$ cat src/rtl/axi4lite_mem_arbiter.sv
// Shares one AXI4-lite memory port between instruction fetch (m0, read-only) and the LSU (m1, read+write).
// Reads are round-robin arbitrated with one outstanding transaction; writes from m1 use an independent FSM.
module axi4lite_mem_arbiter #(
    parameter  int ADDR_W = 32,
    parameter  int DATA_W = 32,
    localparam int STRB_W = DATA_W / 8
) (
    input  logic              clk,
    input  logic              rst_n,
    // instruction fetch master
    input  logic              m0_arvalid,
    input  logic [ADDR_W-1:0] m0_araddr,
    output logic              m0_arready,
    output logic              m0_rvalid,
    output logic [DATA_W-1:0] m0_rdata,
    output logic [1:0]        m0_rresp,
    input  logic              m0_rready,
    // load/store master
    input  logic              m1_arvalid,
    input  logic [ADDR_W-1:0] m1_araddr,
    output logic              m1_arready,
    output logic              m1_rvalid,
    output logic [DATA_W-1:0] m1_rdata,
    output logic [1:0]        m1_rresp,
    input  logic              m1_rready,
    input  logic              m1_awvalid,
    input  logic [ADDR_W-1:0] m1_awaddr,
    output logic              m1_awready,
    input  logic              m1_wvalid,
    input  logic [DATA_W-1:0] m1_wdata,
    input  logic [STRB_W-1:0] m1_wstrb,
    output logic              m1_wready,
    output logic              m1_bvalid,
    output logic [1:0]        m1_bresp,
    input  logic              m1_bready,
    // system bus
    output logic              s_arvalid,
    output logic [ADDR_W-1:0] s_araddr,
    input  logic              s_arready,
    input  logic              s_rvalid,
    input  logic [DATA_W-1:0] s_rdata,
    input  logic [1:0]        s_rresp,
    output logic              s_rready,
    output logic              s_awvalid,
    output logic [ADDR_W-1:0] s_awaddr,
    input  logic              s_awready,
    output logic              s_wvalid,
    output logic [DATA_W-1:0] s_wdata,
    output logic [STRB_W-1:0] s_wstrb,
    input  logic              s_wready,
    input  logic              s_bvalid,
    input  logic [1:0]        s_bresp,
    output logic              s_bready
);

    localparam logic [1:0] R_IDLE = 2'd0;
    localparam logic [1:0] R_ADDR = 2'd1;
    localparam logic [1:0] R_DATA = 2'd2;

    localparam logic [1:0] W_IDLE = 2'd0;
    localparam logic [1:0] W_REQ  = 2'd1;
    localparam logic [1:0] W_RESP = 2'd2;

    logic [1:0]        rd_state_q, rd_state_d;
    logic              rd_owner_q, rd_owner_d;
    logic              last_grant_q, last_grant_d;
    logic [ADDR_W-1:0] araddr_q, araddr_d;

    logic [1:0]        wr_state_q, wr_state_d;
    logic              aw_done_q, aw_done_d;
    logic              w_done_q, w_done_d;
    logic [ADDR_W-1:0] awaddr_q, awaddr_d;
    logic [DATA_W-1:0] wdata_q, wdata_d;
    logic [STRB_W-1:0] wstrb_q, wstrb_d;

    logic grant_m0, grant_m1;
    logic rd_idle, rd_data;
    logic r_hs, aw_hs, w_hs, b_hs;
    logic wr_accept;

    // Owner/last_grant encoding: 0 = m0 (ifetch), 1 = m1 (LSU).
    assign rd_idle  = (rd_state_q == R_IDLE);
    assign rd_data  = (rd_state_q == R_DATA);
    // On a tie the master that did not win last time gets the bus, so neither starves.
    assign grant_m0 = rst_n && rd_idle && m0_arvalid && (!m1_arvalid || last_grant_q);
    assign grant_m1 = rst_n && rd_idle && m1_arvalid && (!m0_arvalid || !last_grant_q);
    assign r_hs     = rd_data && s_rvalid && s_rready;

    always_comb begin
        rd_state_d   = rd_state_q;
        rd_owner_d   = rd_owner_q;
        last_grant_d = last_grant_q;
        araddr_d     = araddr_q;
        case (rd_state_q)
            R_IDLE: begin
                if (grant_m0) begin
                    rd_owner_d = 1'b0;
                    araddr_d   = m0_araddr;
                    rd_state_d = R_ADDR;
                end else if (grant_m1) begin
                    rd_owner_d = 1'b1;
                    araddr_d   = m1_araddr;
                    rd_state_d = R_ADDR;
                end
            end
            R_ADDR: begin
                if (s_arready) rd_state_d = R_DATA;
            end
            R_DATA: begin
                if (r_hs) begin
                    last_grant_d = rd_owner_q;
                    rd_state_d   = R_IDLE;
                end
            end
            default: rd_state_d = R_IDLE;
        endcase
    end

    always_comb begin
        m0_arready = grant_m0;
        m1_arready = grant_m1;
        s_arvalid  = (rd_state_q == R_ADDR);
        s_araddr   = araddr_q;
        s_rready   = rd_data && (rd_owner_q ? m1_rready : m0_rready);
        m0_rvalid  = rd_data && !rd_owner_q && s_rvalid;
        m1_rvalid  = rd_data && rd_owner_q && s_rvalid;
        m0_rdata   = (rd_data && !rd_owner_q) ? s_rdata : '0;
        m1_rdata   = (rd_data && rd_owner_q) ? s_rdata : '0;
        m0_rresp   = (rd_data && !rd_owner_q) ? s_rresp : 2'b00;
        m1_rresp   = (rd_data && rd_owner_q) ? s_rresp : 2'b00;
    end

    // Write path accepts address and data together, then issues AW and W independently.
    assign wr_accept = rst_n && (wr_state_q == W_IDLE) && m1_awvalid && m1_wvalid;
    assign aw_hs     = s_awvalid && s_awready;
    assign w_hs      = s_wvalid && s_wready;
    assign b_hs      = (wr_state_q == W_RESP) && s_bvalid && s_bready;

    always_comb begin
        wr_state_d = wr_state_q;
        aw_done_d  = aw_done_q;
        w_done_d   = w_done_q;
        awaddr_d   = awaddr_q;
        wdata_d    = wdata_q;
        wstrb_d    = wstrb_q;
        case (wr_state_q)
            W_IDLE: begin
                if (wr_accept) begin
                    awaddr_d   = m1_awaddr;
                    wdata_d    = m1_wdata;
                    wstrb_d    = m1_wstrb;
                    aw_done_d  = 1'b0;
                    w_done_d   = 1'b0;
                    wr_state_d = W_REQ;
                end
            end
            W_REQ: begin
                if ((aw_done_q || aw_hs) && (w_done_q || w_hs)) begin
                    aw_done_d  = 1'b0;
                    w_done_d   = 1'b0;
                    wr_state_d = W_RESP;
                end else begin
                    aw_done_d = aw_done_q || aw_hs;
                    w_done_d  = w_done_q || w_hs;
                end
            end
            W_RESP: begin
                if (b_hs) wr_state_d = W_IDLE;
            end
            default: wr_state_d = W_IDLE;
        endcase
    end

    always_comb begin
        m1_awready = wr_accept;
        m1_wready  = wr_accept;
        s_awvalid  = (wr_state_q == W_REQ) && !aw_done_q;
        s_wvalid   = (wr_state_q == W_REQ) && !w_done_q;
        s_awaddr   = awaddr_q;
        s_wdata    = wdata_q;
        s_wstrb    = wstrb_q;
        s_bready   = (wr_state_q == W_RESP) && m1_bready;
        m1_bvalid  = (wr_state_q == W_RESP) && s_bvalid;
        m1_bresp   = (wr_state_q == W_RESP) ? s_bresp : 2'b00;
    end

    always_ff @(posedge clk) begin
        if (!rst_n) begin
            rd_state_q   <= R_IDLE;
            rd_owner_q   <= 1'b0;
            last_grant_q <= 1'b1;
            araddr_q     <= '0;
            wr_state_q   <= W_IDLE;
            aw_done_q    <= 1'b0;
            w_done_q     <= 1'b0;
            awaddr_q     <= '0;
            wdata_q      <= '0;
            wstrb_q      <= '0;
        end else begin
            rd_state_q   <= rd_state_d;
            rd_owner_q   <= rd_owner_d;
            last_grant_q <= last_grant_d;
            araddr_q     <= araddr_d;
            wr_state_q   <= wr_state_d;
            aw_done_q    <= aw_done_d;
            w_done_q     <= w_done_d;
            awaddr_q     <= awaddr_d;
            wdata_q      <= wdata_d;
            wstrb_q      <= wstrb_d;
        end
    end

endmodule

$ cat config.mk
export PLATFORM = sky130hd
export DESIGN_NAME = axi4lite_mem_arbiter
export DESIGN_NICKNAME = d
export VERILOG_FILES = /design/src/rtl/axi4lite_mem_arbiter.sv
export SDC_FILE = /design/constraint.sdc
export NUM_CORES = 1
export LEC_CHECK = 0
export ABC_CLOCK_PERIOD_IN_PS = 3150
export CAP_MARGIN = 15
export CORE_MARGIN = 3
export CORE_UTILIZATION = 27
export CTS_BUF_LIST = sky130_fd_sc_hd__clkbuf_8
export DETAILED_ROUTE_END_ITERATION = 16
export SYNTH_ARGS = -nofsm -noshare
export SYNTH_HDL_FRONTEND = slang
export SYNTH_SLANG_ARGS = --single-unit
$ cat constraint.sdc
create_clock -name clk -period 3.15 [get_ports clk]
set_input_delay 0.4725 -clock clk [delete_from_list [all_inputs] [get_ports clk]]
set_output_delay 0.4725 -clock clk [all_outputs]
set_load 0.01 [all_outputs]
# ---- Yosys cells after proc, flatten, opt, wreduce, memory -nomap -nowiden
# Index checks and enable logic that the tools add are counted.
dict set report word_totals {
  register_bits 108
  input_bits 182
  out_inout_bits 182
  elab_cells 87
}
dict set report classes {
  n_eq_ne 10
  mux 24
  reduce_logical 43
}
# op count
set op_table {}
lappend op_table {{32-bit 2-to-1 mux} 4}
lappend op_table {{1-bit logical AND} 23}
lappend op_table {{2-bit 2-to-1 mux} 10}
lappend op_table {{2-bit case mux with 3 select lines} 2}
lappend op_table {{2-bit AND reduction} 4}
lappend op_table {{1-bit zero test} 6}
lappend op_table {{1-bit 2-to-1 mux} 6}
lappend op_table {{2-bit inequality test, second input constant} 3}
lappend op_table {{3-bit AND reduction} 2}
lappend op_table {{2-bit by 1-bit == test with 1-bit output, second input constant} 2}
lappend op_table {{2-bit == test, second input constant} 2}
lappend op_table {{2-bit zero test} 2}
lappend op_table {{1-bit logical OR} 4}
lappend op_table {{2-bit by 1-bit inequality test with 1-bit output, second input constant} 2}
lappend op_table {{1-bit case mux with 2 select lines} 2}
lappend op_table {{2-bit nonzero test} 2}
lappend op_table {{3-bit inequality test, second input constant} 1}

# ---- Logic depth before layout (Yosys ltp)
# Gate-level depths: netlist of the first run.
dict set report depth {
  word_depth 7
  ltp_mapped 7
  depth_no_buf 4
}

# ---- Worst setup path after synthesis of the first run
# OpenSTA, ideal clock, no wires.
dict set report synth_path {
  path_type {input to output}
  start {input port rst_n}
  end {output port m0_arready}
  t_arrival_ns 1.680
  required_ns 2.677
  path_slack_ns 0.997
  stages 6
  path_buffers 3
  path_cell_list {buf_4 -> or3b_4 -> buf_6 -> or3_1 -> buf_2 -> inv_2}
}
dict set report synth_between {
  elab_chain_cells 3
}
# item line
set synth_lines {}
lappend synth_lines {{from (decl)} 9} ;# input logic rst_n,
lappend synth_lines {{1-bit logical AND (3 in series)} 85} ;# assign grant_m0 = rst_n && rd_idle && m0_arvalid && (!m1_arvalid || last_grant_q);
lappend synth_lines {{to (decl)} 13} ;# output logic m0_arready,
# Every way passes these cells.

# ---- Worst setup path in the final report of the first run
dict set report layout_path {
  start {register rd_state_q[1]}
  end {output port m0_arready}
}
dict set report layout_between {
  elab_chain_cells 4
}
# item line
set layout_lines {}
lappend layout_lines {{from (decl)} 64} ;# logic [1:0] rd_state_q, rd_state_d;
lappend layout_lines {{from (signal assigned)} 200} ;# rd_state_q <= rd_state_d;
lappend layout_lines {{2-bit zero test} 82} ;# assign rd_idle = (rd_state_q == R_IDLE);
lappend layout_lines {{1-bit logical AND (3 in series)} 85}
# Every way passes these cells.

==> impl_results.md, run 1 <==
* Hold Slack at 462 ps
* CP max-delay cell: or3b_4
* Cells on Worst Hold Path at 2
* Die H at 144 microns
* Reg2reg setup slack at around 1000 ps
* Yosys cell types at 33
* Root buffer cell: clkbuf_8
* CTS max path bufs at 2
* Filler instances at between 1500 and 2000
* Area Growth Syn to Fin at 77.4%
* CP endpoint kind: output pin
* Post-route ant nets at 0
* Remaining global-route overflow at 0
* Hold_buf cts at 0
* Worst-margin pin slew at 862 ps
* Final Setup Violations at 0
* Outcome: complete, no violations
* Hold wc startpoint: s_wdata[23]$_SDFFE_PN0P_
* Fmax at 362 MHz
* Number of flops mapped to enable cells by yosys at 0
* Area share of the largest cell type after synthesis at 42.0%
* Initial Util at 28.1%
* Top_reg_cell synth: dfxtp_1
* Ports at between 300 and 400
* Final period utilization at 87.6%
* Utilization after layout at 49.8%
* DR vias/cell at 4.61
* Mapped Cells at 617
* Layout cell share with drive strength beyond 1 at 3.78%
* Max Cap Violations at 0
* Crit path required time at 2680 ps
* Post-synth top area cell: dfxtp_1
* Pwr dens at approximately 360 nW/um^2
* Synth warn at 0
* Count of final hold-check violations at 0
* Global-route wire length before repair at a little under 30000 microns
* Clock slew at reported path FFs at 100 ps
* Hold Path Class: flop to flop
* Synthesized Nets at 799
* Die outline area at 20800 sq um
* Leak Pwr at about 0.0039 uW
* Die width at 144 microns
* # diodes at 0
* Via count at approximately 5500
* Mapped cell area at about 5100 sq um
* Cell Chain, Critical Path: or3b_4, or3_1, inv_2, clkdlybuf4s50_1
* Synthesis-stage register bit count at approximately 110
* Reg2reg end: s_wdata[13]$_SDFFE_PN0P_
* Tmin final at 2760 ps
* Gr usage total at 18.2%
* DP Worst Slack at 532 ps
* Final wirelength at 20500 microns
* Setup ws final at 389 ps
* Initial antenna violation count at 0
* DRC at 0
* Initial DRC count at slightly below 200
* Max VDD drop at 224 uV
* Hold endpoint: s_wdata[23]$_SDFFE_PN0P_
* Drt first pass iters at 4
* Async set-reset flop share out of synthesis at 0%
* Post_cts resized at 0
* Nets at 1131
* Clk_lat worst skew at slightly below 400 ps
* Crit path largest cell delay at 530 ps
* Routability cong. at ~0.77
* WS Path Type: flop to output pin
* Largest net degree at the start of global routing at 80
* Largest cells by area after synthesis: dfxtp_1 42%, mux2i_1 14%, and2_1 9.0%, o41ai_1 5.4%, inv_1 5.2%
* H-tree Lvls at 3
* Clock Sinks at 108
* Fin Clk Skew at slightly below 20 ps
* Syn avg cell area at 8.35 sq um
* Port bufs at 363
* Reg2Reg Launch Point: wr_state_q[0]$_SDFFE_PN0P_
* R2R cell count at 5
* DP HPWL at 15200 microns
* CP startpoint kind: flop
* Slew headroom at 42.6%
* Setup Buffers After CTS at 0
* RSZ-0062 raised after global routing: false
* Vias in the first global route at 5147
* CP arrival at around 2300 ps
* CTS tree: done
* CTS Buf Count at 9
* # rows at 49
* Setup TNS Final at 0 ps
* Sequential area share after synthesis at between 40% and 50%
* Count of pins over their slew limit at 0
* Core Box Area at 18300 sq um
* Wire per inst at 17.3 microns
* CP max FO at 22
[registers in the layout, summed over array words and instances, names as in the netlist]
register	count
wr_state_q	2
s_awaddr	32
rd_state_q	2
last_grant_q	1
s_araddr	32
aw_done_q	1
s_wstrb	4
rd_owner_q	1
s_wdata	32
w_done_q	1
[cell type report]
type / count / area (sq um) / area share [%]
tap: 229 / 287 / 3.14
inverter: 72 / 270 / 2.96
multi-input combinational: 382 / 2480 / 27.2
clock buffer: 9 / 124 / 1.36
timing repair buffer: 376 / 3730 / 40.8
clock inverter: 6 / 81.3 / 0.890
sequential: 108 / 2160 / 23.7
[layout by cell type (no fill, tap or decap), types with 2 or more instances in the layout]
cell type / instances
clkdlybuf4s50_1: 362
dfxtp_1: 108
and2_1: 74
inv_1: 71
mux2i_1: 70
nand2_1: 70
nand3_1: 33
a31oi_1: 33
o21ai_0: 32
o41ai_1: 32
buf_4: 14
clkbuf_8: 9
nor2_1: 8
a21oi_1: 4
nor3_1: 4
inv_6: 4
nor2b_1: 3
nand2b_1: 3
nor4b_1: 2
[metrics by stage]
stage / cell area [sq um] / total power (uW) / cells
floorplan: 5150 / 1850 / 617
global placement: 8930 / 2390 / 1167
detailed placement: 8930 / 2390 / 1167
CTS: 9140 / 3320 / 1182
global route: 9140 / 3440 / 1182
finish: 9140 / 3270 / 1182
[synthesized netlist by cell type, types with 4 or more instances]
library cell	count
nor2b_1	4
o41ai_1	32
dfxtp_1	108
nor2_1	8
clkbuf_1	43
a21oi_1	4
o21ai_0	32
and2_1	74
a31oi_1	33
nor3_1	4
mux2i_1	70
buf_1	5
nand3_1	33
inv_1	71
buf_6	4
nand2_1	70
[layer usage]
layer | up-vias | routed length [microns] | GRT usage, %
met5 | - | 0 | 0
met4 | 0 | 311 | 4.81
met3 | 18 | 2470 | 8.53
met2 | 259 | 9120 | 28.0
met1 | 2439 | 8570 | 23.1
li1 | 2737 | - | -
[cells by family after synthesis]
logic type / synth area share (%)
compound gates: 13.9
mux: 13.6
simple gates: 20.5
buf+inv: 10.0
flops: 42.0
[worst max path at each step]
stage                          startpoint         end  slack (ps)  cells past startpoint
2_1_floorplan                       rst_n  m0_arready        1000                      6
3_3_place_gp                        rst_n  m0_arready         540                      5
3_5_place_dp                        rst_n  m0_arready         530                      5
4_1_cts        rd_state_q[1]$_SDFFE_PN0P_  m0_arready         360                      4
5_1_grt        rd_state_q[1]$_SDFFE_PN0P_  m0_arready         290                      4
6_report       rd_state_q[1]$_SDFFE_PN0P_  m0_arready         390                      4
[worst max-delay path, delay by kind of cell (launching register included)]
kind / cells / cell delay (ps)
buf+inv: 2 / 610
flops: 1 / 360
simple gates: 2 / 960
[report_power, final]
group / leakage [uW] / switching (uW) / total (uW) / internal [uW]
Sequential: 0.000885 / 51.3 / 1510 / 1460
Clock: 0.000104 / 531 / 913 / 383
Combinational: 0.00293 / 353 / 844 / 491
Total: 0.00392 / 935 / 3270 / 2330
(Power assumes the default switching activity.)
==> run 2, diff against run 1 <==
--- a/config.mk
+++ b/config.mk
@@ -7,10 +7,10 @@
 export LEC_CHECK = 0
 export ABC_CLOCK_PERIOD_IN_PS = 3150
 export CAP_MARGIN = 15
-export CORE_MARGIN = 3
 export CORE_UTILIZATION = 27
 export CTS_BUF_LIST = sky130_fd_sc_hd__clkbuf_8
 export DETAILED_ROUTE_END_ITERATION = 16
+export GPL_TIMING_DRIVEN = 0
 export SYNTH_ARGS = -nofsm -noshare
 export SYNTH_HDL_FRONTEND = slang
 export SYNTH_SLANG_ARGS = --single-unit
==> run 2 against run 1 <==
  * First-iteration DRC count is 3.1% higher
  * Critical path depth is 3 higher
  * Critical endpoint is now m1_wready
  * Sequential share of layout area shrank 0.37 points
  * Via count grew 3.3%
  * Combinational power grew 1%
==> impl_results.md, run 2 (same netlist as run 1, synthesis figures left out) <==
* Via count at 5631
* Pwr dens at approximately 350 nW/um^2
* Commonest non-fill, non-tap cell in the layout: clkdlybuf4s50_1
* DRC at 0
* Clk_lat worst skew at roughly 390 ps
* Remaining global-route overflow at 0
* Core Box Area at approximately 19000 sq um
* Die outline area at 19600 sq um
* Worst-margin pin slew at 748 ps
* CP max-delay cell: clkdlybuf4s50_1
* Ports at 364
* Crit path buf inv count at 6
* Setup Buffers After CTS at 0
* DR vias/cell at 4.58
* Cell Chain, Critical Path: clkdlybuf4s50_1, nand4_1, clkbuf_1, buf_2, inv_1, buf_4, clkdlybuf4s50_1
* Tmin final at 2930 ps
* Initial Util at 27.5%
* Drt first pass iters at 5
* Fin Clk Skew at around 20 ps
* Hold Path Class: flop to flop
* Layout cell share with drive strength beyond 1 at 2.81%
* # rows at 50
* CTS max path bufs at 2
* Slew headroom at 50.1%
* Count of pins over their slew limit at 0
* CP max FO at 10
* Count of final hold-check violations at 0
* CTS Buf Count at 9
* CP delay by family, top: buffers and inverters
* Utilization after layout at between 40 and 50%
* Clock slew at reported path FFs at 100 ps
* CTS tree: done
* Area Growth Syn to Fin at 80.2%
* Global-route wire length before repair at 31000 microns
* Leak Pwr at 0.00394 uW
* Max VDD drop at 208 uV
* Final wirelength at 20200 microns
* Initial DRC count at 202
* WS Path Type: input pin to output pin
* CP startpoint kind: input pin
* Crit path required time at approximately 2700 ps
* Final Instance Area at slightly above 9000 sq um
* RSZ-0062 raised after global routing: false
* Root buffer cell: clkbuf_8
* CP endpoint kind: output pin
* Final period utilization at between 90% and 100%
* Non-filler instance count after layout at 1229
* H-tree Lvls at 3
* Die width at approximately 140 microns
* Largest net degree at the start of global routing at 20
* Most frequent cells in the layout: 362 x clkdlybuf4s50_1, 108 x dfxtp_1, 74 x and2_1, 72 x inv_1
* Outcome: complete, no violations
* Critical Path Most Common Cell: clkdlybuf4s50_1
* DP HPWL at 16300 microns
* Initial antenna violation count at 0
* CP arrival at 2450 ps
* Port bufs at 362
* Die H at between 100 and 150 microns
* Clock Sinks at 108
* Fmax at around 340 MHz
* Routability cong. at 0.850
* Placed instance count at 1213
* Nets at 1172
* # diodes at 0
* Vias in the first global route at 5514
* DP Area at between 9000 and 10000 sq um
* Wire per inst at 16.4 microns
* Crit path largest cell delay at 470 ps
* Gr usage total at 20.4%
* Final Setup Violations at 0
* Max Cap Violations at 0
* Post-route ant nets at 0
==> run 2: layout make-up <==
class / instances / area, sq um
fill: 1823 / 9430
timing repair buffer: 362 / 3620
multi-input combinational: 382 / 2470
sequential: 108 / 2160
tap: 234 / 293
inverter: 72 / 270
buffer: 55 / 246
clock buffer: 9 / 124
clock inverter: 7 / 86.3
==> run 2: power breakdown <==
part | internal, uW | leakage (uW) | total (uW) | switching, uW
combinational | 501 | 0.00295 | 856 | 355
sequential | 1460 | 0.000885 | 1510 | 52.9
clock | 382 | 0.000106 | 916 | 534
total | 2340 | 0.00394 | 3290 | 942
==> run 2: worst register-to-register path, cell delays in order (launching register included) <==
cell and delay [ps]:
dfxtp_1 360, or3b_4 430, buf_6 150, clkbuf_1 230, o41ai_1 560, a31oi_1 70
==> run 2: per-stage QoR <==
stage / worst slack [ps] / setup TNS [ps] / power (uW) / hold WS, ps
final: 223 / 0 / 3290 / 462
after global routing: 4.60 / 0 / 3450 / 489
after CTS: 114 / 0 / 3340 / 467
after detailed placement: -191 / -263 / 2400 / 450
after global placement: -184 / -250 / 2400 / 443
after floorplan: 997 / 0 / 1850 / 482
==> run 2: per-layer routing <==
metal  track usage (%)  routed length, microns  vias to the layer above
li1                  -                       -                     2825
met1              24.1                    8590                     2529
met2              33.9                    9270                      252
met3              8.14                    1980                       25
met4              5.96                     359                        0
met5                 0                       0                        -
==> run 2: worst paths after layout <==
path,from,to,slack (ps),cells after the start
setup reg to reg,rd_state_q[1]$_SDFFE_PN0P_,s_araddr[16]$_SDFFE_PN0P_,1240,5
setup / recovery,m1_wvalid,m1_wready,220,7
hold / removal,s_awaddr[9]$_SDFFE_PN0P_,s_awaddr[9]$_SDFFE_PN0P_,460,2
hold reg to reg,s_awaddr[9]$_SDFFE_PN0P_,s_awaddr[9]$_SDFFE_PN0P_,460,2
==> run 2: what timing repair did <==
item / CTS / global route
endpoints found under the setup margin: 2 / 3
resized for setup: 1 / 2
hold buffers: 0 / 0
==> run 3, diff against run 2 <==
--- a/config.mk
+++ b/config.mk
@@ -7,10 +7,13 @@
 export LEC_CHECK = 0
 export ABC_CLOCK_PERIOD_IN_PS = 3150
 export CAP_MARGIN = 15
-export CORE_UTILIZATION = 27
+export CELL_PAD_IN_SITES_DETAIL_PLACEMENT = 1
+export CELL_PAD_IN_SITES_GLOBAL_PLACEMENT = 2
+export CORE_UTILIZATION = 20
 export CTS_BUF_LIST = sky130_fd_sc_hd__clkbuf_8
 export DETAILED_ROUTE_END_ITERATION = 16
 export GPL_TIMING_DRIVEN = 0
+export PLACE_DENSITY_LB_ADDON = 0.1
 export SYNTH_ARGS = -nofsm -noshare
 export SYNTH_HDL_FRONTEND = slang
 export SYNTH_SLANG_ARGS = --single-unit
==> run 3 against run 2 <==
  * Via count fell by 0.28%
  * Setup slack lost 34 ps
  * Critical path depth decreased by 1
  * Sequential share of layout area fell by 0.27 points
  * Worst hold slack improved by 1.9 ps
  * Sequential cell count unchanged
  * Utilization fell by 12 points
==> impl_results.md, run 3 (same netlist as run 1, synthesis figures left out) <==
* Tmin final at between 2000 and 3000 ps
* Clk_lat worst skew at 380 ps
* Layout cell share with drive strength beyond 1 at a little under 3%
* Area taken by multi-input logic gates at around 2500 sq um
* Global-route wire length before repair at 34400 microns
* Initial antenna violation count at 0
* # rows at a little under 60
* Filler instances at ~3000
* Final wirelength at 22800 microns
* Hold Path Class: flop to flop
* CP startpoint kind: flop
* Largest net degree at the start of global routing at 19
* Remaining global-route overflow at 0
* Die outline area at 26400 sq um
* Gr usage total at ~17%
* Routability cong. at slightly above 0.7
* Post-route ant nets at 0
* H-tree Lvls at 3
* CP max FO at 10
* CP endpoint kind: output pin
* Count of pins over their slew limit at 0
* Count of final hold-check violations at 0
* Register area at approximately 2200 sq um
* Core Box Area at 25300 sq um
* Port bufs at 362
* CTS Buf Count at 9
* CTS tree: done
* Outcome: complete, no violations
* Hold Slack at 464 ps
* Nets at 1172
* Ports at 364
* Die width at about 160 microns
* Initial DRC count at 158
* Root buffer cell: clkbuf_8
* Commonest non-fill, non-tap cell in the layout: clkdlybuf4s50_1
* Setup TNS Final at 0 ps
* Most frequent cells in the layout: 362 x clkdlybuf4s50_1, 108 x dfxtp_1, 74 x and2_1, 71 x inv_1
* CTS max path bufs at 2
* Total power at 3270 uW
* Area Growth Syn to Fin at 82.3%
* Max VDD drop at 208 uV
* Worst-margin pin slew at 796 ps
* Via count at between 5000 and 6000
* Leak Pwr at between 0.003 and 0.004 uW
* Final period utilization at 94.0%
* Clock slew at reported path FFs at 100 ps
* Drt first pass iters at 4
* DR vias/cell at 4.23
* DP HPWL at roughly 18000 microns
* CP arrival at ~2500 ps
* Final Setup Violations at 0
* Vias in the first global route at slightly below 6000
* WS Path Type: flop to output pin
* Fin Clk Skew at 15.1 ps
* Clock Sinks at 108
* RSZ-0062 raised after global routing: true
* Wire per inst at 17.2 microns
* Fmax at 338 MHz
* Slew headroom at between 40% and 50%
* Initial Util at 20.4%
* Utilization after layout at roughly 37%
* DRC at 0
* Max Cap Violations at 0
* Crit path required time at between 2000 and 3000 ps
* Die H at ~160 microns
* Pwr dens at 348 nW/um^2
-- run 3: path summary, 6_finish.rpt --
check	startpoint	to	slack, ps	cells after the start
min	s_awaddr[16]$_SDFFE_PN0P_	s_awaddr[16]$_SDFFE_PN0P_	460	2
max reg2reg	wr_state_q[1]$_SDFFE_PN0P_	s_awaddr[17]$_SDFFE_PN0P_	1240	5
min reg2reg	s_awaddr[16]$_SDFFE_PN0P_	s_awaddr[16]$_SDFFE_PN0P_	460	2
max	rd_state_q[1]$_SDFFE_PN0P_	m0_arready	190	6
-- run 3: final cells by class --
| type | instances | share of cell area, % |
|---|---|---|
| buffer | 55 | 2.65 |
| clock inverter | 5 | 0.440 |
| multi-input combinational | 382 | 26.4 |
| antenna | 1 | 0.0267 |
| tap | 330 | 4.40 |
| inverter | 72 | 2.88 |
| clock buffer | 11 | 1.61 |
| timing repair buffer | 362 | 38.6 |
| sequential | 108 | 23.0 |
-- run 3: report_power, final --
| group | internal, uW | switching (uW) |
|---|---|---|
| combinational | 502 | 366 |
| sequential | 1460 | 51.1 |
| clock | 341 | 545 |
| total | 2300 | 962 |
-- run 3: critical path: stages, from the launching register on --
cell and delay (ps):
dfxtp_1 360, or3b_4 430, buf_6 150, or3_1 330, buf_2 190, inv_2 70, clkdlybuf4s50_1 580
-- run 3: layer usage --
metal	wire length [microns]	track usage [%]	vias to the layer above
li1	-	-	2820
met1	9660	20.7	2561
met2	10700	29.0	227
met3	2310	6.19	7
met4	129	3.09	0
met5	0	0	-
-- run 3: timing repair --
action / CTS / global route
hold buffers: 0 / 0
gates resized for setup: 1 / 3
endpoints found under the setup margin: 2 / 17
buffers inserted: 0 / 0
-- run 3: metrics by stage --
| step | area, sq um | setup slack [ps] | instances |
|---|---|---|---|
| final | 9390 | 189 | 1326 |
| after global routing | 9390 | -21.4 | 1325 |
| after CTS | 9380 | 30.5 | 1325 |
| after detailed placement | 9190 | -299 | 1309 |
| after global placement | 9190 | -297 | 1309 |
| after floorplan | 5150 | 997 | 617 |
